--- src/rtl/alu_seq_exec_if.sv ---
// Request/response bundle for the execute-stage ALU.
// The master side issues operations and consumes results; the slave side is the ALU.
interface alu_seq_exec_if #(
    parameter int WIDTH = 32
);
    logic             in_valid;
    logic             in_ready;
    logic [3:0]       operation;
    logic [WIDTH-1:0] src_a;
    logic [WIDTH-1:0] src_b;
    logic             flush;
    logic             out_valid;
    logic             out_ready;
    logic [WIDTH-1:0] result;
    logic             zero;
    logic             illegal_op;
    logic             busy;

    modport master (
        output in_valid, operation, src_a, src_b, flush, out_ready,
        input  in_ready, out_valid, result, zero, illegal_op, busy
    );

    modport slave (
        input  in_valid, operation, src_a, src_b, flush, out_ready,
        output in_ready, out_valid, result, zero, illegal_op, busy
    );
endinterface

--- src/rtl/alu_seq_exec.sv ---
// Execute-stage ALU: single-cycle logic/arith/compare, iterative shifts of SHIFT_STEP bits/cycle.
// Define ALU_SEQ_FAST_SHIFT_EN to replace the iterative shifter with a one-cycle barrel shifter.
module alu_seq_exec #(
    parameter int WIDTH      = 32,
    parameter int SHIFT_STEP = 1
) (
    input  logic            clk,
    input  logic            rst_n,
    alu_seq_exec_if.slave   bus
);
    localparam int SHW = $clog2(WIDTH);

    localparam logic [3:0] OP_AND = 4'b0000;
    localparam logic [3:0] OP_OR  = 4'b0001;
    localparam logic [3:0] OP_ADD = 4'b0010;
    localparam logic [3:0] OP_XOR = 4'b0011;
    localparam logic [3:0] OP_SUB = 4'b0100;
    localparam logic [3:0] OP_SRL = 4'b0101;
    localparam logic [3:0] OP_SLL = 4'b0110;
    localparam logic [3:0] OP_SRA = 4'b0111;
    localparam logic [3:0] OP_EQ  = 4'b1000;
    localparam logic [3:0] OP_SLT = 4'b1101;

    typedef enum logic [1:0] {IDLE, SHIFT, DONE} state_t;

    state_t           state_q;
    logic [3:0]       op_q;
    logic [WIDTH-1:0] work_q;
    logic [SHW-1:0]   rem_q;
    logic [WIDTH-1:0] result_q;
    logic             zero_q;
    logic             illegal_q;
    logic             out_valid_q;

    logic [SHW-1:0]   shamt;
    logic [WIDTH-1:0] alu_res;
    logic             alu_ill;

    assign shamt = bus.src_b[SHW-1:0];

    always_comb begin
        alu_res = '0;
        alu_ill = 1'b0;
        case (bus.operation)
            OP_AND: alu_res = bus.src_a & bus.src_b;
            OP_OR:  alu_res = bus.src_a | bus.src_b;
            OP_ADD: alu_res = bus.src_a + bus.src_b;
            OP_XOR: alu_res = bus.src_a ^ bus.src_b;
            OP_SUB: alu_res = bus.src_a - bus.src_b;
            OP_EQ:  alu_res = {{(WIDTH-1){1'b0}}, bus.src_a == bus.src_b};
            OP_SLT: alu_res = {{(WIDTH-1){1'b0}}, $signed(bus.src_a) < $signed(bus.src_b)};
`ifdef ALU_SEQ_FAST_SHIFT_EN
            OP_SRL: alu_res = bus.src_a >> shamt;
            OP_SLL: alu_res = bus.src_a << shamt;
            OP_SRA: alu_res = $signed(bus.src_a) >>> shamt;
`else
            // Only reached with shamt==0 at accept; nonzero amounts go through SHIFT.
            OP_SRL, OP_SLL, OP_SRA: alu_res = bus.src_a;
`endif
            default: alu_ill = 1'b1;
        endcase
    end

`ifndef ALU_SEQ_FAST_SHIFT_EN
    localparam logic [SHW:0] STEP_W = (SHW+1)'(SHIFT_STEP);

    logic             is_shift;
    logic [SHW:0]     step_k;
    logic [WIDTH-1:0] work_step;
    logic [SHW-1:0]   rem_step;

    assign is_shift = (bus.operation == OP_SRL) || (bus.operation == OP_SLL) ||
                      (bus.operation == OP_SRA);

    // The arithmetic shift keeps the MSB, so the original sign bit propagates each step.
    always_comb begin
        step_k    = ({1'b0, rem_q} < STEP_W) ? {1'b0, rem_q} : STEP_W;
        rem_step  = rem_q - step_k[SHW-1:0];
        work_step = work_q;
        case (op_q)
            OP_SRL:  work_step = work_q >> step_k;
            OP_SLL:  work_step = work_q << step_k;
            OP_SRA:  work_step = $signed(work_q) >>> step_k;
            default: work_step = work_q;
        endcase
    end
`endif

    always_ff @(posedge clk or negedge rst_n) begin
        if (!rst_n) begin
            state_q     <= IDLE;
            op_q        <= '0;
            work_q      <= '0;
            rem_q       <= '0;
            result_q    <= '0;
            zero_q      <= 1'b0;
            illegal_q   <= 1'b0;
            out_valid_q <= 1'b0;
        end else if (bus.flush) begin
            state_q     <= IDLE;
            out_valid_q <= 1'b0;
        end else begin
            case (state_q)
                IDLE: begin
                    if (bus.in_valid) begin
                        op_q <= bus.operation;
`ifdef ALU_SEQ_FAST_SHIFT_EN
                        begin
`else
                        if (is_shift && (shamt != '0)) begin
                            work_q  <= bus.src_a;
                            rem_q   <= shamt;
                            state_q <= SHIFT;
                        end else begin
`endif
                            result_q    <= alu_res;
                            zero_q      <= (alu_res == '0);
                            illegal_q   <= alu_ill;
                            out_valid_q <= 1'b1;
                            state_q     <= DONE;
                        end
                    end
                end
`ifndef ALU_SEQ_FAST_SHIFT_EN
                SHIFT: begin
                    work_q <= work_step;
                    rem_q  <= rem_step;
                    if (rem_step == '0) begin
                        result_q    <= work_step;
                        zero_q      <= (work_step == '0);
                        illegal_q   <= 1'b0;
                        out_valid_q <= 1'b1;
                        state_q     <= DONE;
                    end
                end
`endif
                DONE: begin
                    if (bus.out_ready) begin
                        out_valid_q <= 1'b0;
                        state_q     <= IDLE;
                    end
                end
                default: state_q <= IDLE;
            endcase
        end
    end

    assign bus.in_ready   = (state_q == IDLE);
    assign bus.busy       = (state_q != IDLE);
    assign bus.out_valid  = out_valid_q;
    assign bus.result     = result_q;
    assign bus.zero       = zero_q;
    assign bus.illegal_op = illegal_q;
endmodule

--- src/flat_wrapper.sv ---
// flat-port wrapper written by rule: the top's interface ports become plain ports
module alu_seq_exec_flat 
#(
    parameter int WIDTH      = 32,
    parameter int SHIFT_STEP = 1
)
  (clk, rst_n, bus_in_valid, bus_operation, bus_src_a, bus_src_b, bus_flush, bus_out_ready, bus_in_ready, bus_out_valid, bus_result, bus_zero, bus_illegal_op, bus_busy);
  alu_seq_exec_if #(.WIDTH(WIDTH)) bus_i ();
  input  logic clk;
  input  logic rst_n;
  input wire logic [$bits(bus_i.in_valid)-1:0] bus_in_valid;
  input wire logic [$bits(bus_i.operation)-1:0] bus_operation;
  input wire logic [$bits(bus_i.src_a)-1:0] bus_src_a;
  input wire logic [$bits(bus_i.src_b)-1:0] bus_src_b;
  input wire logic [$bits(bus_i.flush)-1:0] bus_flush;
  input wire logic [$bits(bus_i.out_ready)-1:0] bus_out_ready;
  output wire logic [$bits(bus_i.in_ready)-1:0] bus_in_ready;
  output wire logic [$bits(bus_i.out_valid)-1:0] bus_out_valid;
  output wire logic [$bits(bus_i.result)-1:0] bus_result;
  output wire logic [$bits(bus_i.zero)-1:0] bus_zero;
  output wire logic [$bits(bus_i.illegal_op)-1:0] bus_illegal_op;
  output wire logic [$bits(bus_i.busy)-1:0] bus_busy;
  assign bus_i.in_valid = bus_in_valid;
  assign bus_i.operation = bus_operation;
  assign bus_i.src_a = bus_src_a;
  assign bus_i.src_b = bus_src_b;
  assign bus_i.flush = bus_flush;
  assign bus_i.out_ready = bus_out_ready;
  assign bus_in_ready = bus_i.in_ready;
  assign bus_out_valid = bus_i.out_valid;
  assign bus_result = bus_i.result;
  assign bus_zero = bus_i.zero;
  assign bus_illegal_op = bus_i.illegal_op;
  assign bus_busy = bus_i.busy;
  alu_seq_exec #(.WIDTH(WIDTH), .SHIFT_STEP(SHIFT_STEP)) u_core (.clk(clk), .rst_n(rst_n), .bus(bus_i));
endmodule
--- config.mk ---
export PLATFORM = sky130hd
export DESIGN_NAME = alu_seq_exec_flat
export DESIGN_NICKNAME = d
export VERILOG_FILES = /design/src/rtl/alu_seq_exec_if.sv /design/src/rtl/alu_seq_exec.sv /design/src/flat_wrapper.sv
export SDC_FILE = /design/constraint.sdc
export NUM_CORES = 1
export LEC_CHECK = 0
export CAP_MARGIN = 20
export CORE_UTILIZATION = 25
export CTS_CLUSTER_DIAMETER = 200
export DETAILED_ROUTE_END_ITERATION = 10
export PLACE_DENSITY = 0.51
export SLEW_MARGIN = 30
export SYNTH_ARGS = -nofsm -noshare
export SYNTH_HDL_FRONTEND = slang
export SYNTH_SLANG_ARGS = --single-unit
--- constraint.sdc ---
create_clock -name clk -period 3.6 [get_ports clk]
set_clock_uncertainty 0.2 [all_clocks]
set_input_delay 0.54 -clock clk [delete_from_list [all_inputs] [get_ports clk]]
set_output_delay 0.54 -clock clk [all_outputs]
set_load 0.01 [all_outputs]
==> metrics.txt, run 1 <==
# TYPE chip_impl_metric gauge
chip_impl_metric{name="postSynthRegisterBits",unit=""} 78
chip_impl_metric{name="syn_to_final_growth",unit="%"} 72.9
chip_impl_metric{name="yosys.cell_types.count",unit=""} 87
chip_impl_metric{name="layout-drive-gt1-share",unit=""} 0.417
chip_impl_metric{name="timing.final.ws_setup",unit="ns"} -0.669
chip_impl_metric{name="globalRoute.totalOverflow",unit=""} 0
chip_impl_metric{name="max-clock-path-buffers",unit=""} 2
chip_impl_info{name="hold_class",value="primary input to asynchronous set/reset pin"} 1
chip_impl_metric{name="clock_latency",unit="ns"} 0.35
chip_impl_metric{name="period_share",unit=""} 1.19
chip_impl_info{name="critPathKind",value="primary input to register"} 1
chip_impl_info{name="cp_top_family",value="compound AO/OA/AOI/OAI gates"} 1
chip_impl_info{name="critical_path.reg2reg.endpoint",value="u_core.bus.zero$_DFFE_PN0P_"} 1
chip_impl_metric{name="vias",unit=""} 13100
chip_impl_metric{name="p_leak",unit="nW"} 7.83
chip_impl_info{name="crit_path_top_delay_cell",value="or4_1"} 1
chip_impl_info{name="synth_most_common_cell",value="a21oi_1"} 1
chip_impl_metric{name="hold_violations",unit=""} 0
chip_impl_metric{name="cts_num_sinks",unit=""} 78
chip_impl_metric{name="die_h",unit="um"} 203
chip_impl_metric{name="drt_first_pass_iters",unit=""} 5
chip_impl_metric{name="yosys.area.top_type_share",unit=""} 0.194
chip_impl_metric{name="cellPowerDensity",unit="nW/um2"} 309
chip_impl_info{name="synthFlopType",value="dfrtp_1"} 1
chip_impl_metric{name="drc",unit=""} 0
chip_impl_metric{name="grt_pass1_vias",unit=""} 13300
chip_impl_info{name="cts_tree",value="built"} 1
chip_impl_info{name="outcome",value="finished, violations left"} 1
chip_impl_metric{name="n_antenna_cell",unit=""} 0
chip_impl_metric{name="synthesis.instances",unit=""} 1416
chip_impl_metric{name="design.core.area",unit="um2"} 39700
chip_impl_metric{name="number_of_nets_with_antenna_violations_after_detailed_routing",unit=""} 0
chip_impl_metric{name="muxShareOfSynthArea",unit=""} 0.0147
chip_impl_metric{name="tightestPinTransition",unit="ns"} 0.694
chip_impl_metric{name="grt_use_total",unit=""} 0.249
chip_impl_metric{name="cp_num_buf_inv",unit=""} 3
chip_impl_metric{name="final_period_minus_worst_setup_slack",unit="ns"} 4.27
chip_impl_info{name="critical_path.endpoint_type",value="register"} 1
chip_impl_metric{name="syn-num-nets",unit=""} 1591
chip_impl_metric{name="floorplan.initialDensity",unit=""} 0.253
chip_impl_info{name="synth_top_family_by_area",value="compound AO/OA/AOI/OAI gates"} 1
chip_impl_metric{name="grt_antenna_before_repair",unit=""} 2
chip_impl_metric{name="syn_avg_cell_area",unit="um2"} 7.10
chip_impl_metric{name="maximum_number_of_pins_on_one_net_before_global_route_repair",unit=""} 71
chip_impl_info{name="rsz_0062_raised_after_global_routing",value="true"} 1
chip_impl_metric{name="critPathArrivalTime",unit="ns"} 4.33
chip_impl_metric{name="fin_worst_hold_slack",unit="ns"} 0.00633
chip_impl_metric{name="net_count_final",unit=""} 2160
chip_impl_metric{name="rows",unit=""} 73
chip_impl_metric{name="post_synthesis_share_of_cell_area_spent_on_and_or_nand_and_nor_gates",unit=""} 0.227
chip_impl_metric{name="io_buffers",unit=""} 109
chip_impl_metric{name="postRouteWirelength",unit="mm"} 52.3
chip_impl_metric{name="post-layout-total-power",unit="mW"} 5.37
chip_impl_metric{name="cts-buffers-inserted",unit=""} 9
chip_impl_metric{name="die-width",unit="um"} 203
chip_impl_metric{name="ys_seq_area_frac",unit=""} 0.194
chip_impl_info{name="post-synth-top-area-cell",value="dfrtp_1"} 1
chip_impl_metric{name="globalplace.congestion",unit=""} 0.953
chip_impl_metric{name="ios",unit=""} 110
chip_impl_metric{name="die-area",unit="um2"} 41000
chip_impl_info{name="setup.worst_path.start_class",value="primary input"} 1
chip_impl_metric{name="setup_violations",unit=""} 5
chip_impl_info{name="root_buffer",value="clkbuf_16"} 1
chip_impl_metric{name="ys_async_sr_fraction",unit=""} 1.00
chip_impl_metric{name="critical_path_required",unit="ns"} 3.66
chip_impl_info{name="violations",value="setup timing"} 1
chip_impl_metric{name="synth_xor_xnor_area_share",unit=""} 0.0104
chip_impl_metric{name="worst_slew_margin_rel",unit=""} 0.532
chip_impl_metric{name="timing.final.max_slew_violations",unit=""} 0
chip_impl_info{name="synth.area.top_cells",value="dfrtp_1, ha_1, a21oi_1"} 1
chip_impl_metric{name="drt_first_iter_violations",unit=""} 975
chip_impl_info{name="critical_path_cell_list",value="buf_8, clkinvlp_4, ha_4, o21ba_4, a2111o_1, buf_4, a32oi_4, a311oi_4, a211o_1, o31a_1, nor4_2, o2111ai_2, or4b_1, or4_1, o31ai_1"} 1
chip_impl_metric{name="crit_fanout",unit=""} 5
chip_impl_metric{name="route.detailed.vias_per_inst",unit=""} 5.22
chip_impl_metric{name="wire_length_of_the_first_global_routing_pass",unit="mm"} 78.9
chip_impl_metric{name="fin_tns_setup",unit="ns"} -1.19
chip_impl_metric{name="timing.fmax",unit="MHz"} 234
chip_impl_metric{name="cts_stage_hold_buffer_count",unit=""} 0
chip_impl_metric{name="vdd_ir_drop_max",unit="V"} 0.000224
chip_impl_info{name="rr_startpoint",value="u_core.rem_q[3]$_DFFE_PN0P_"} 1
chip_impl_metric{name="timing.reg2reg.setup_slack",unit="ns"} -0.53
chip_impl_metric{name="maximum_level_of_the_cts_h_tree",unit=""} 3
chip_impl_metric{name="detail_route.wl_per_cell",unit="um"} 20.8
chip_impl_metric{name="synth_fa_ha_area_frac",unit=""} 0.128
chip_impl_metric{name="critical_path_s_largest_stage_delay",unit="ns"} 0.51
chip_impl_metric{name="synth_compound_area_frac",unit=""} 0.345
chip_impl_metric{name="clk_pin_slew_worst_paths",unit="ns"} 0.07
chip_impl_metric{name="dp_hpwl",unit="mm"} 42.0
chip_impl_metric{name="synthesis.area",unit="um2"} 10100
chip_impl_metric{name="reg2regPathDepth",unit=""} 14
chip_impl_metric{name="synth-edff-count",unit=""} 0
chip_impl_metric{name="maxCapViolations",unit=""} 0
chip_impl_metric{name="number_of_warnings_issued_by_yosys",unit=""} 0
chip_impl_info{name="synth_commonest_cells",value="a21oi_1, nor2_1, nand2_1"} 1
[report_power, final]
part	switching, mW	leakage [nW]	internal (mW)
clock	0.390	0.135	0.486
sequential	0.209	0.975	1.11
combinational	1.64	6.72	1.54
total	2.24	7.83	3.14
[cell families after synthesis]
family                   Yosys count
buffers and inverters            198
AND/OR/NAND/NOR                  479
adder cells (fa/ha/maj)          102
flip-flops                        78
AO/OA/AOI/OAI                    533
multiplexers                      14
XOR/XNOR                          12
[placed cells by master, fill, tap and decap left out, types with 26 or more instances in the layout]
cell type,count
dfrtp_1,78
ha_4,29
buf_6,40
o21ai_0,101
a21oi_1,129
nor3_1,32
ha_1,63
nor2_1,136
buf_4,506
inv_1,55
nand2_1,121
inv_2,45
nand3_1,26
clkdlybuf4s50_1,60
[registers in the layout, indices dropped and copies added (netlist names)]
| signal | cells |
|---|---|
| u_core.op_q | 4 |
| u_core.rem_q | 5 |
| u_core.bus.zero | 1 |
| u_core.bus.result | 32 |
| u_core.bus.illegal_op | 1 |
| u_core.work_q | 32 |
| u_core.state_q | 2 |
| u_core.bus.out_valid | 1 |
[final cells by class]
cell class	instances	area (um2)
multi-input cells	1140	8750
clock inverters	5	35.0
flip-flops and latches	78	1950
well taps	525	657
inverters	104	408
clock buffers	11	243
fillers	4052	22300
repair buffers	652	5350
[repair_timing]
item | 4_1_cts | 5_1_grt
resized for setup | 316 | 148
setup buffers | 40 | 18
pin swaps | 85 | 61
setup endpoints to repair | 26 | 20
[routing by layer]
metal,vias to the layer above,GRT usage,part of all wire
li1,6334,-,-
met1,6255,0.337,0.45
met2,474,0.415,0.47
met3,71,0.0284,0.057
met4,0,0.0714,0.024
met5,-,0,0
[worst max path at each step]
stage | startpoint | endpoint | slack (ns) | cells after the start
after global routing | bus_src_b[1] | u_core.bus.zero$_DFFE_PN0P_ | -0.83 | 15
after detailed placement | bus_src_b[1] | u_core.bus.zero$_DFFE_PN0P_ | -1.83 | 14
after CTS | bus_src_b[1] | u_core.bus.zero$_DFFE_PN0P_ | -0.68 | 16
final | bus_src_b[1] | u_core.bus.zero$_DFFE_PN0P_ | -0.67 | 15
after global placement | bus_src_b[1] | u_core.bus.zero$_DFFE_PN0P_ | -1.83 | 14
after floorplan | bus_src_b[1] | u_core.bus.zero$_DFFE_PN0P_ | -0.60 | 13
[worst register-to-register path, stage by stage, from the launching register on]
cell      delay (ns)
dfrtp_1         0.39
or3_1           0.40
o21bai_2        0.17
ha_2            0.24
nor4bb_2        0.27
nand2_1         0.09
o21ai_0         0.13
a21oi_1         0.17
nor3_1          0.21
nand4b_1        0.18
nor3_1          0.24
nand4_1         0.15
or4_1           0.49
or4_1           0.48
o31ai_1         0.23
[through the flow]
| stage | cells | setup slack [ns] | util | cell area, um2 |
|---|---|---|---|---|
| finish | 2515 | -0.669 | 0.438 | 17400 |
| global route | 2515 | -0.834 | 0.438 | 17400 |
| CTS | 2504 | -0.679 | 0.422 | 16800 |
| detailed placement | 2454 | -1.83 | 0.385 | 15300 |
| global placement | 2454 | -1.83 | 0.385 | 15300 |
| floorplan | 1416 | -0.600 | - | 10100 |
Note: power is estimated with default switching activity, not from simulation.
==> inputs of run 2 (changes only) <==
--- a/config.mk
+++ b/config.mk
@@ -7,6 +7,7 @@
 export LEC_CHECK = 0
 export CAP_MARGIN = 20
 export CORE_UTILIZATION = 25
+export CTS_BUF_LIST = sky130_fd_sc_hd__clkbuf_8 sky130_fd_sc_hd__clkbuf_16
 export CTS_CLUSTER_DIAMETER = 200
 export DETAILED_ROUTE_END_ITERATION = 10
 export PLACE_DENSITY = 0.51
==> run 2 against run 1 <==
  * The flow still finishes with violations (setup timing)
  * Sequential power barely moved
  * Hold slack improved by 0.0018 ns
  * Design area did not move
  * Cell count did not move
  * Global-route usage did not move
  * Setup slack got worse by 0.0049 ns
  * Count of clock-buffer cells in the layout fell by 1
  * Critical endpoint unchanged
  * Utilization did not move
==> metrics.txt, run 2 (synthesis results as in run 1) <==
# TYPE chip_impl_metric gauge
chip_impl_metric{name="layout.cells.non_filler",unit=""} 2515
chip_impl_metric{name="number_of_nets_with_antenna_violations_after_detailed_routing",unit=""} 0
chip_impl_metric{name="syn_to_final_growth",unit="%"} 72.9
chip_impl_metric{name="hold_violations",unit=""} 0
chip_impl_metric{name="pwr-share-clk",unit=""} 0.163
chip_impl_metric{name="maximum_number_of_pins_on_one_net_before_global_route_repair",unit=""} 71
chip_impl_metric{name="reg2regPathDepth",unit=""} 14
chip_impl_metric{name="wire_length_of_the_first_global_routing_pass",unit="mm"} 78.9
chip_impl_info{name="critical_path.endpoint_type",value="register"} 1
chip_impl_metric{name="switching_share",unit=""} 0.417
chip_impl_metric{name="p_leak",unit="nW"} 7.83
chip_impl_metric{name="route.detailed.vias_per_inst",unit=""} 5.22
chip_impl_metric{name="crit_fanout",unit=""} 5
chip_impl_metric{name="layout-drive-gt1-share",unit=""} 0.417
chip_impl_metric{name="drt_first_iter_violations",unit=""} 965
chip_impl_metric{name="combinationalPowerShare",unit=""} 0.591
chip_impl_info{name="layout_commonest_cell",value="buf_4"} 1
chip_impl_info{name="critPathKind",value="primary input to register"} 1
chip_impl_info{name="hold_class",value="primary input to asynchronous set/reset pin"} 1
chip_impl_metric{name="net_count_final",unit=""} 2160
chip_impl_metric{name="critPathArrivalTime",unit="ns"} 4.34
chip_impl_metric{name="critical_path_required",unit="ns"} 3.66
chip_impl_info{name="cts_tree",value="built"} 1
chip_impl_metric{name="worst_slew_margin_rel",unit=""} 0.532
chip_impl_metric{name="internal_power",unit="mW"} 3.13
chip_impl_metric{name="n_antenna_cell",unit=""} 0
chip_impl_metric{name="setup_violations",unit=""} 5
chip_impl_metric{name="design.core.area",unit="um2"} 39700
chip_impl_metric{name="tightestPinTransition",unit="ns"} 0.694
chip_impl_metric{name="period_share",unit=""} 1.19
chip_impl_metric{name="globalplace.congestion",unit=""} 0.953
chip_impl_metric{name="drc",unit=""} 0
chip_impl_metric{name="detailedPlace.worstSlack",unit="ns"} -1.83
chip_impl_metric{name="place.detailed.instances",unit=""} 2454
chip_impl_metric{name="path_depth",unit=""} 15
chip_impl_metric{name="max-clock-path-buffers",unit=""} 2
chip_impl_metric{name="die-area",unit="um2"} 41000
chip_impl_metric{name="maximum_level_of_the_cts_h_tree",unit=""} 3
chip_impl_metric{name="grt_pass1_vias",unit=""} 13300
chip_impl_metric{name="io_buffers",unit=""} 109
chip_impl_metric{name="detail_route.wl_per_cell",unit="um"} 20.8
chip_impl_info{name="root_buffer",value="clkbuf_16"} 1
chip_impl_metric{name="cp_num_buf_inv",unit=""} 3
chip_impl_info{name="rsz_0062_raised_after_global_routing",value="true"} 1
chip_impl_metric{name="clk_pin_slew_worst_paths",unit="ns"} 0.07
chip_impl_info{name="setup.worst_path.start_class",value="primary input"} 1
chip_impl_metric{name="fillCellCount",unit=""} 4052
chip_impl_metric{name="die-width",unit="um"} 203
chip_impl_metric{name="cts_num_sinks",unit=""} 78
chip_impl_metric{name="timing.final.ws_setup",unit="ns"} -0.674
chip_impl_metric{name="final_core_area_utilization",unit=""} 0.438
chip_impl_metric{name="drt_first_pass_iters",unit=""} 7
chip_impl_metric{name="postRouteWirelength",unit="mm"} 52.3
chip_impl_metric{name="vdd_ir_drop_max",unit="V"} 0.000223
chip_impl_metric{name="globalRoute.totalOverflow",unit=""} 0
chip_impl_info{name="cp_top_family",value="compound AO/OA/AOI/OAI gates"} 1
chip_impl_metric{name="vias",unit=""} 13100
chip_impl_info{name="violations",value="setup timing"} 1
chip_impl_metric{name="ios",unit=""} 110
chip_impl_metric{name="cts-buffers-inserted",unit=""} 9
chip_impl_metric{name="dp_hpwl",unit="mm"} 42.0
chip_impl_info{name="outcome",value="finished, violations left"} 1
chip_impl_metric{name="final_period_minus_worst_setup_slack",unit="ns"} 4.27
chip_impl_metric{name="timing.fmax",unit="MHz"} 234
chip_impl_metric{name="share_seq_of_total_power",unit=""} 0.246
chip_impl_metric{name="die_h",unit="um"} 203
chip_impl_metric{name="maxCapViolations",unit=""} 0
chip_impl_metric{name="grt_use_total",unit=""} 0.249
chip_impl_metric{name="timing.final.max_slew_violations",unit=""} 0
chip_impl_metric{name="grt_antenna_before_repair",unit=""} 2
chip_impl_info{name="layout.cells.most_common_list",value="buf_4, nor2_1, a21oi_1"} 1
chip_impl_metric{name="clock_latency",unit="ns"} 0.35
chip_impl_metric{name="rows",unit=""} 73
chip_impl_metric{name="critical_path_s_largest_stage_delay",unit="ns"} 0.51
chip_impl_metric{name="cellPowerDensity",unit="nW/um2"} 309
chip_impl_metric{name="net-switching-power",unit="mW"} 2.24
chip_impl_metric{name="floorplan.initialDensity",unit=""} 0.253
chip_impl_metric{name="fin_tns_setup",unit="ns"} -1.20
chip_impl_info{name="critical_path_cell_list",value="buf_8, clkinvlp_4, ha_4, o21ba_4, a2111o_1, buf_4, a32oi_4, a311oi_4, a211o_1, o31a_1, nor4_2, o2111ai_2, or4b_1, or4_1, o31ai_1"} 1
chip_impl_info{name="crit_path_top_delay_cell",value="or4_1"} 1
-- run 2: layout make-up --
cell class	count	area, um2	share of cell area
clock buffers	10	239	0.0137
clock inverters	6	38.8	0.00223
inverters	104	408	0.0234
multi-input cells	1140	8750	0.503
flip-flops and latches	78	1950	0.112
well taps	525	657	0.0378
repair buffers	652	5350	0.308
-- run 2: path summary, 6_finish.rpt --
| check | start | endpoint | slack [ns] |
|---|---|---|---|
| setup / recovery | bus_src_b[1] | u_core.bus.zero$_DFFE_PN0P_ | -0.67 |
| hold / removal | rst_n | u_core.bus.out_valid$_DFFE_PN0P_ | 0.008 |
| setup reg to reg | u_core.rem_q[3]$_DFFE_PN0P_ | u_core.bus.zero$_DFFE_PN0P_ | -0.52 |
| hold reg to reg | u_core.bus.result[1]$_DFFE_PN0P_ | u_core.bus.result[1]$_DFFE_PN0P_ | 0.28 |
| max in group asynchronous | rst_n | u_core.bus.result[12]$_DFFE_PN0P_ | 2.63 |
| min in group clk | u_core.bus.result[1]$_DFFE_PN0P_ | u_core.bus.result[1]$_DFFE_PN0P_ | 0.28 |
-- run 2: timing repair --
action,in CTS,in global routing
buffers inserted,40,18
pin swaps,85,61
hold buffers,0,0
setup endpoints to repair,26,20
gates cloned,0,0
resized for setup,316,148
-- run 2: layer usage --
layer,share of wire,vias to the layer above,global-route usage
li1,-,6331,-
met1,0.45,6267,0.337
met2,0.47,449,0.415
met3,0.058,71,0.0284
met4,0.025,0,0.0714
met5,0,-,0
-- run 2: power by group through the flow --
stage / sequential, mW / combinational, mW / clock [mW]
floorplan: 1.32 / 1.23 / 0
global placement: 1.32 / 2.74 / 0
detailed placement: 1.33 / 2.76 / 0
CTS: 1.32 / 3.02 / 0.882
global route: 1.35 / 3.41 / 0.915
finish: 1.32 / 3.17 / 0.874
-- run 2: through the flow --
step	instance area [um2]	total power, mW	hold slack (ns)
finish	17400	5.37	0.00813
global route	17400	5.68	0.0651
CTS	16800	5.22	0.181
detailed placement	15300	4.08	0.273
global placement	15300	4.06	0.264
floorplan	10100	2.55	0.0444
==> inputs of run 3 (changes only) <==
--- a/config.mk
+++ b/config.mk
@@ -6,11 +6,11 @@
 export NUM_CORES = 1
 export LEC_CHECK = 0
 export CAP_MARGIN = 20
-export CORE_UTILIZATION = 25
+export CORE_UTILIZATION = 53
 export CTS_BUF_LIST = sky130_fd_sc_hd__clkbuf_8 sky130_fd_sc_hd__clkbuf_16
 export CTS_CLUSTER_DIAMETER = 200
 export DETAILED_ROUTE_END_ITERATION = 10
-export PLACE_DENSITY = 0.51
+export PLACE_DENSITY = 0.87
 export SLEW_MARGIN = 30
 export SYNTH_ARGS = -nofsm -noshare
 export SYNTH_HDL_FRONTEND = slang
==> run 3 against run 2 <==
  * The flow now stops in 5_1_grt
  * Synthesized area is the same
  * Synthesized cell count unchanged
==> metrics.txt, run 3 <==
# TYPE chip_impl_metric gauge
chip_impl_metric{name="synth_xor_xnor_area_share",unit=""} 0.0104
chip_impl_metric{name="globalRoute.totalOverflow",unit=""} 6
chip_impl_metric{name="number_of_warnings_issued_by_yosys",unit=""} 0
chip_impl_info{name="synthFlopType",value="dfrtp_1"} 1
chip_impl_info{name="run.stop_error",value="[ERROR GRT-0232] Routing congestion too high. Check the congestion heatmap in the GUI."} 1
chip_impl_metric{name="post_synthesis_share_of_cell_area_spent_on_and_or_nand_and_nor_gates",unit=""} 0.227
chip_impl_metric{name="globalplace.congestion",unit=""} 1.26
chip_impl_info{name="outcome.stop_stage",value="5_1_grt"} 1
chip_impl_metric{name="synth_fa_ha_area_frac",unit=""} 0.128
chip_impl_metric{name="yosys.area.top_type_share",unit=""} 0.194
chip_impl_metric{name="ys_seq_area_frac",unit=""} 0.194
chip_impl_metric{name="grt_use_total",unit=""} 0.774
chip_impl_metric{name="synth_compound_area_frac",unit=""} 0.345
chip_impl_metric{name="cts_stage_hold_buffer_count",unit=""} 0
chip_impl_metric{name="yosys.cell_types.count",unit=""} 87
chip_impl_metric{name="die_h",unit="um"} 140
chip_impl_metric{name="maximum_level_of_the_cts_h_tree",unit=""} 3
chip_impl_metric{name="max-clock-path-buffers",unit=""} 2
chip_impl_metric{name="synthesis.area",unit="um2"} 10100
chip_impl_metric{name="syn-num-nets",unit=""} 1591
chip_impl_metric{name="synthesis.instances",unit=""} 1416
chip_impl_metric{name="cts-buffers-inserted",unit=""} 9
chip_impl_metric{name="maximum_number_of_pins_on_one_net_before_global_route_repair",unit=""} 79
chip_impl_metric{name="place.detailed.instances",unit=""} 2080
chip_impl_metric{name="die-width",unit="um"} 140
chip_impl_metric{name="cts_num_sinks",unit=""} 78
chip_impl_metric{name="synth-edff-count",unit=""} 0
chip_impl_metric{name="floorplan.initialDensity",unit=""} 0.540
chip_impl_info{name="synth_top_family_by_area",value="compound AO/OA/AOI/OAI gates"} 1
chip_impl_info{name="synth_commonest_cells",value="a21oi_1, nor2_1, nand2_1"} 1
chip_impl_info{name="synth.area.top_cells",value="dfrtp_1, ha_1, a21oi_1"} 1
chip_impl_metric{name="detailedPlace.worstSlack",unit="ns"} -1.57
chip_impl_info{name="root_buffer",value="clkbuf_16"} 1
chip_impl_info{name="outcome",value="stopped before the end"} 1
chip_impl_metric{name="rows",unit=""} 50
chip_impl_metric{name="postSynthRegisterBits",unit=""} 78
chip_impl_metric{name="ys_async_sr_fraction",unit=""} 1.00
chip_impl_metric{name="io_buffers",unit=""} 109
chip_impl_metric{name="ios",unit=""} 110
chip_impl_info{name="synth_most_common_cell",value="a21oi_1"} 1
chip_impl_info{name="post-synth-top-area-cell",value="dfrtp_1"} 1
chip_impl_metric{name="dp_hpwl",unit="mm"} 34.7
chip_impl_metric{name="muxShareOfSynthArea",unit=""} 0.0147
chip_impl_metric{name="syn_avg_cell_area",unit="um2"} 7.10
==> run 3: cells by family after synthesis <==
kind of cell / after synthesis
xor+xnor: 12
simple gates: 479
buf+inv: 198
fa+ha+maj: 102
mux: 14
flops: 78
compound gates: 533
==> run 3: timing repair <==
| action | 4_1_cts |
|---|---|
| pin swaps | 70 |
| setup endpoints to repair | 24 |
| buffers inserted | 35 |
| gates resized for setup | 236 |
==> run 3: per-stage QoR <==
stage / hold slack [ns] / cell area (um2)
3_5_place_dp: 0.269 / 14200
4_1_cts: 0.193 / 15600
3_3_place_gp: 0.258 / 14200
2_1_floorplan: 0.0444 / 10100
==> run 3: per-layer routing <==
layer	overflow	global-route usage
met1	1	0.752
met2	2	0.902
met3	0	0.700
met4	3	0.761
met5	0	0.406
==> inputs of run 4 (changes only) <==
--- a/config.mk
+++ b/config.mk
@@ -6,11 +6,9 @@
 export NUM_CORES = 1
 export LEC_CHECK = 0
 export CAP_MARGIN = 20
-export CORE_UTILIZATION = 53
-export CTS_BUF_LIST = sky130_fd_sc_hd__clkbuf_8 sky130_fd_sc_hd__clkbuf_16
-export CTS_CLUSTER_DIAMETER = 200
+export CORE_UTILIZATION = 38
 export DETAILED_ROUTE_END_ITERATION = 10
-export PLACE_DENSITY = 0.87
+export PLACE_DENSITY_LB_ADDON = 0.15
 export SLEW_MARGIN = 30
 export SYNTH_ARGS = -nofsm -noshare
 export SYNTH_HDL_FRONTEND = slang
==> constraint.sdc (replaced) <==
create_clock -name clk -period 4.7 [get_ports clk]
set_clock_uncertainty 0.2 [all_clocks]
set_input_delay 0.705 -clock clk [delete_from_list [all_inputs] [get_ports clk]]
set_output_delay 0.705 -clock clk [all_outputs]
set_load 0.01 [all_outputs]
==> run 4 against run 3 <==
  * The flow now finishes without violations
==> metrics.txt, run 4 (synthesis results as in run 1) <==
# TYPE chip_impl_metric gauge
chip_impl_metric{name="net-switching-power",unit="mW"} 1.59
chip_impl_metric{name="die-width",unit="um"} 165
chip_impl_metric{name="cts_num_sinks",unit=""} 78
chip_impl_metric{name="grt_pass1_vias",unit=""} 12100
chip_impl_metric{name="critical_path_required",unit="ns"} 4.76
chip_impl_metric{name="critical_path_s_largest_stage_delay",unit="ns"} 0.53
chip_impl_metric{name="path_depth",unit=""} 15
chip_impl_metric{name="rows",unit=""} 59
chip_impl_metric{name="final_period_minus_worst_setup_slack",unit="ns"} 4.61
chip_impl_metric{name="tightestPinTransition",unit="ns"} 0.989
chip_impl_info{name="crit_path_top_delay_cell",value="or4_4"} 1
chip_impl_metric{name="setup_violations",unit=""} 0
chip_impl_metric{name="ios",unit=""} 110
chip_impl_info{name="cp_top_family",value="compound AO/OA/AOI/OAI gates"} 1
chip_impl_metric{name="dp_hpwl",unit="mm"} 35.9
chip_impl_metric{name="crit_fanout",unit=""} 3
chip_impl_metric{name="final_core_area_utilization",unit=""} 0.586
chip_impl_metric{name="maximum_number_of_pins_on_one_net_before_global_route_repair",unit=""} 79
chip_impl_info{name="critical_path.reg2reg.endpoint",value="u_core.bus.zero$_DFFE_PN0P_"} 1
chip_impl_metric{name="switching_share",unit=""} 0.420
chip_impl_metric{name="pwr-share-clk",unit=""} 0.182
chip_impl_metric{name="timing.reg2reg.setup_slack",unit="ns"} 0.42
chip_impl_metric{name="drt_first_iter_violations",unit=""} 1485
chip_impl_metric{name="postRouteWirelength",unit="mm"} 45.6
chip_impl_metric{name="maxCapViolations",unit=""} 0
chip_impl_metric{name="cellPowerDensity",unit="nW/um2"} 249
chip_impl_metric{name="syn_to_final_growth",unit="%"} 51.4
chip_impl_info{name="critical_path_cell_list",value="dlygate4sd2_1, inv_1, ha_4, o21ba_4, a2111o_1, buf_6, a211oi_4, o31ai_4, a21o_1, o311a_4, nor4_4, o2111ai_2, or4b_1, or4_4, o31ai_2"} 1
chip_impl_info{name="layout.cells.most_common_list",value="buf_4, nor2_1, a21oi_1"} 1
chip_impl_metric{name="max-clock-path-buffers",unit=""} 2
chip_impl_info{name="root_buffer",value="clkbuf_16"} 1
chip_impl_metric{name="globalRoute.totalOverflow",unit=""} 0
chip_impl_metric{name="net_count_final",unit=""} 2002
chip_impl_info{name="layout_commonest_cell",value="buf_4"} 1
chip_impl_metric{name="worst_slew_margin_rel",unit=""} 0.338
chip_impl_info{name="setup.worst_path.start_class",value="primary input"} 1
chip_impl_metric{name="route.detailed.vias_per_inst",unit=""} 5.89
chip_impl_metric{name="fin_worst_hold_slack",unit="ns"} 0.188
chip_impl_metric{name="fin_tns_setup",unit="ns"} 0
chip_impl_metric{name="maximum_level_of_the_cts_h_tree",unit=""} 3
chip_impl_metric{name="drt_first_pass_iters",unit=""} 6
chip_impl_metric{name="layout-drive-gt1-share",unit=""} 0.300
chip_impl_metric{name="post-layout-total-power",unit="mW"} 3.79
chip_impl_metric{name="io_buffers",unit=""} 109
chip_impl_metric{name="number_of_nets_with_antenna_violations_after_detailed_routing",unit=""} 0
chip_impl_metric{name="p_leak",unit="nW"} 6.97
chip_impl_metric{name="timing.fmax",unit="MHz"} 217
chip_impl_metric{name="reg2regPathDepth",unit=""} 14
chip_impl_metric{name="share_seq_of_total_power",unit=""} 0.270
chip_impl_metric{name="globalplace.congestion",unit=""} 0.988
chip_impl_metric{name="placed_cell_area",unit="um2"} 13800
chip_impl_metric{name="cts-buffers-inserted",unit=""} 9
chip_impl_info{name="hold_class",value="primary input to asynchronous set/reset pin"} 1
chip_impl_metric{name="die_h",unit="um"} 165
chip_impl_metric{name="wire_length_of_the_first_global_routing_pass",unit="mm"} 69.6
chip_impl_metric{name="clk_pin_slew_worst_paths",unit="ns"} 0.07
chip_impl_metric{name="period_share",unit=""} 0.980
chip_impl_metric{name="grt_antenna_before_repair",unit=""} 1
chip_impl_metric{name="clock_latency",unit="ns"} 0.35
chip_impl_info{name="rr_startpoint",value="u_core.rem_q[1]$_DFFE_PN0P_"} 1
chip_impl_metric{name="design.core.area",unit="um2"} 26000
chip_impl_metric{name="vdd_ir_drop_max",unit="V"} 0.000284
chip_impl_metric{name="vias",unit=""} 12800
chip_impl_metric{name="hold_violations",unit=""} 0
chip_impl_metric{name="combinationalPowerShare",unit=""} 0.548
chip_impl_metric{name="critPathArrivalTime",unit="ns"} 4.67
chip_impl_info{name="critical_path.endpoint_type",value="register"} 1
chip_impl_metric{name="die-area",unit="um2"} 27100
chip_impl_metric{name="drc",unit=""} 0
chip_impl_info{name="outcome",value="finished, final reports clean"} 1
chip_impl_metric{name="grt_use_total",unit=""} 0.337
chip_impl_metric{name="cp_num_buf_inv",unit=""} 3
chip_impl_metric{name="postLayoutCellArea",unit="um2"} 15200
chip_impl_metric{name="internal_power",unit="mW"} 2.20
chip_impl_info{name="cts_tree",value="built"} 1
chip_impl_metric{name="floorplan.initialDensity",unit=""} 0.387
chip_impl_metric{name="timing.final.max_slew_violations",unit=""} 0
chip_impl_metric{name="detail_route.wl_per_cell",unit="um"} 21.1
chip_impl_info{name="critPathKind",value="primary input to register"} 1
==> run 4: metal layers <==
layer,vias up,global-route usage,routed length [um]
met5,-,0,0
met3,114,0.0482,3670
li1,5992,-,-
met1,6059,0.461,19900
met2,603,0.529,20400
met4,0,0.136,1720
==> run 4: cell type report <==
class / count / area (um2)
fill: 2397 / 10800
multi-input combinational: 1140 / 8090
timing repair buffer: 494 / 4090
sequential: 78 / 1950
tap: 335 / 419
inverter: 104 / 394
clock buffer: 9 / 225
clock inverter: 7 / 62.6
antenna: 1 / 2.50
==> run 4: timing repair <==
| item | 4_1_cts | 5_1_grt |
|---|---|---|
| setup endpoints to repair | 1 | 2 |
| setup buffers | 26 | 17 |
| gates resized for setup | 102 | 90 |
| pin swaps | 31 | 51 |
| hold buffers | 0 | 0 |
==> run 4: through the flow <==
step | std cells | worst slack (ns)
final | 2168 | 0.0928
after global routing | 2167 | -0.0237
after CTS | 2150 | 0.00861
after detailed placement | 2108 | -0.730
after global placement | 2108 | -0.782
after floorplan | 1416 | 0.184
==> run 4: how the worst max path moves through the flow <==
stage,endpoint,startpoint,slack (ns)
after detailed placement,u_core.bus.zero$_DFFE_PN0P_,bus_src_b[1],-0.73
after global routing,u_core.bus.zero$_DFFE_PN0P_,bus_src_a[1],-0.02
after CTS,u_core.bus.zero$_DFFE_PN0P_,bus_src_b[7],0.009
after floorplan,u_core.bus.zero$_DFFE_PN0P_,bus_src_b[1],0.18
final,u_core.bus.zero$_DFFE_PN0P_,bus_src_a[1],0.09
after global placement,u_core.bus.zero$_DFFE_PN0P_,bus_src_a[0],-0.78
==> run 4: power by group through the flow <==
stage	Clock [mW]	Sequential [mW]	Combinational, mW
3_3_place_gp	0	1.03	1.86
3_5_place_dp	0	1.03	1.87
5_1_grt	0.724	1.05	2.26
2_1_floorplan	0	1.01	0.932
4_1_cts	0.695	1.02	1.97
6_report	0.690	1.03	2.08
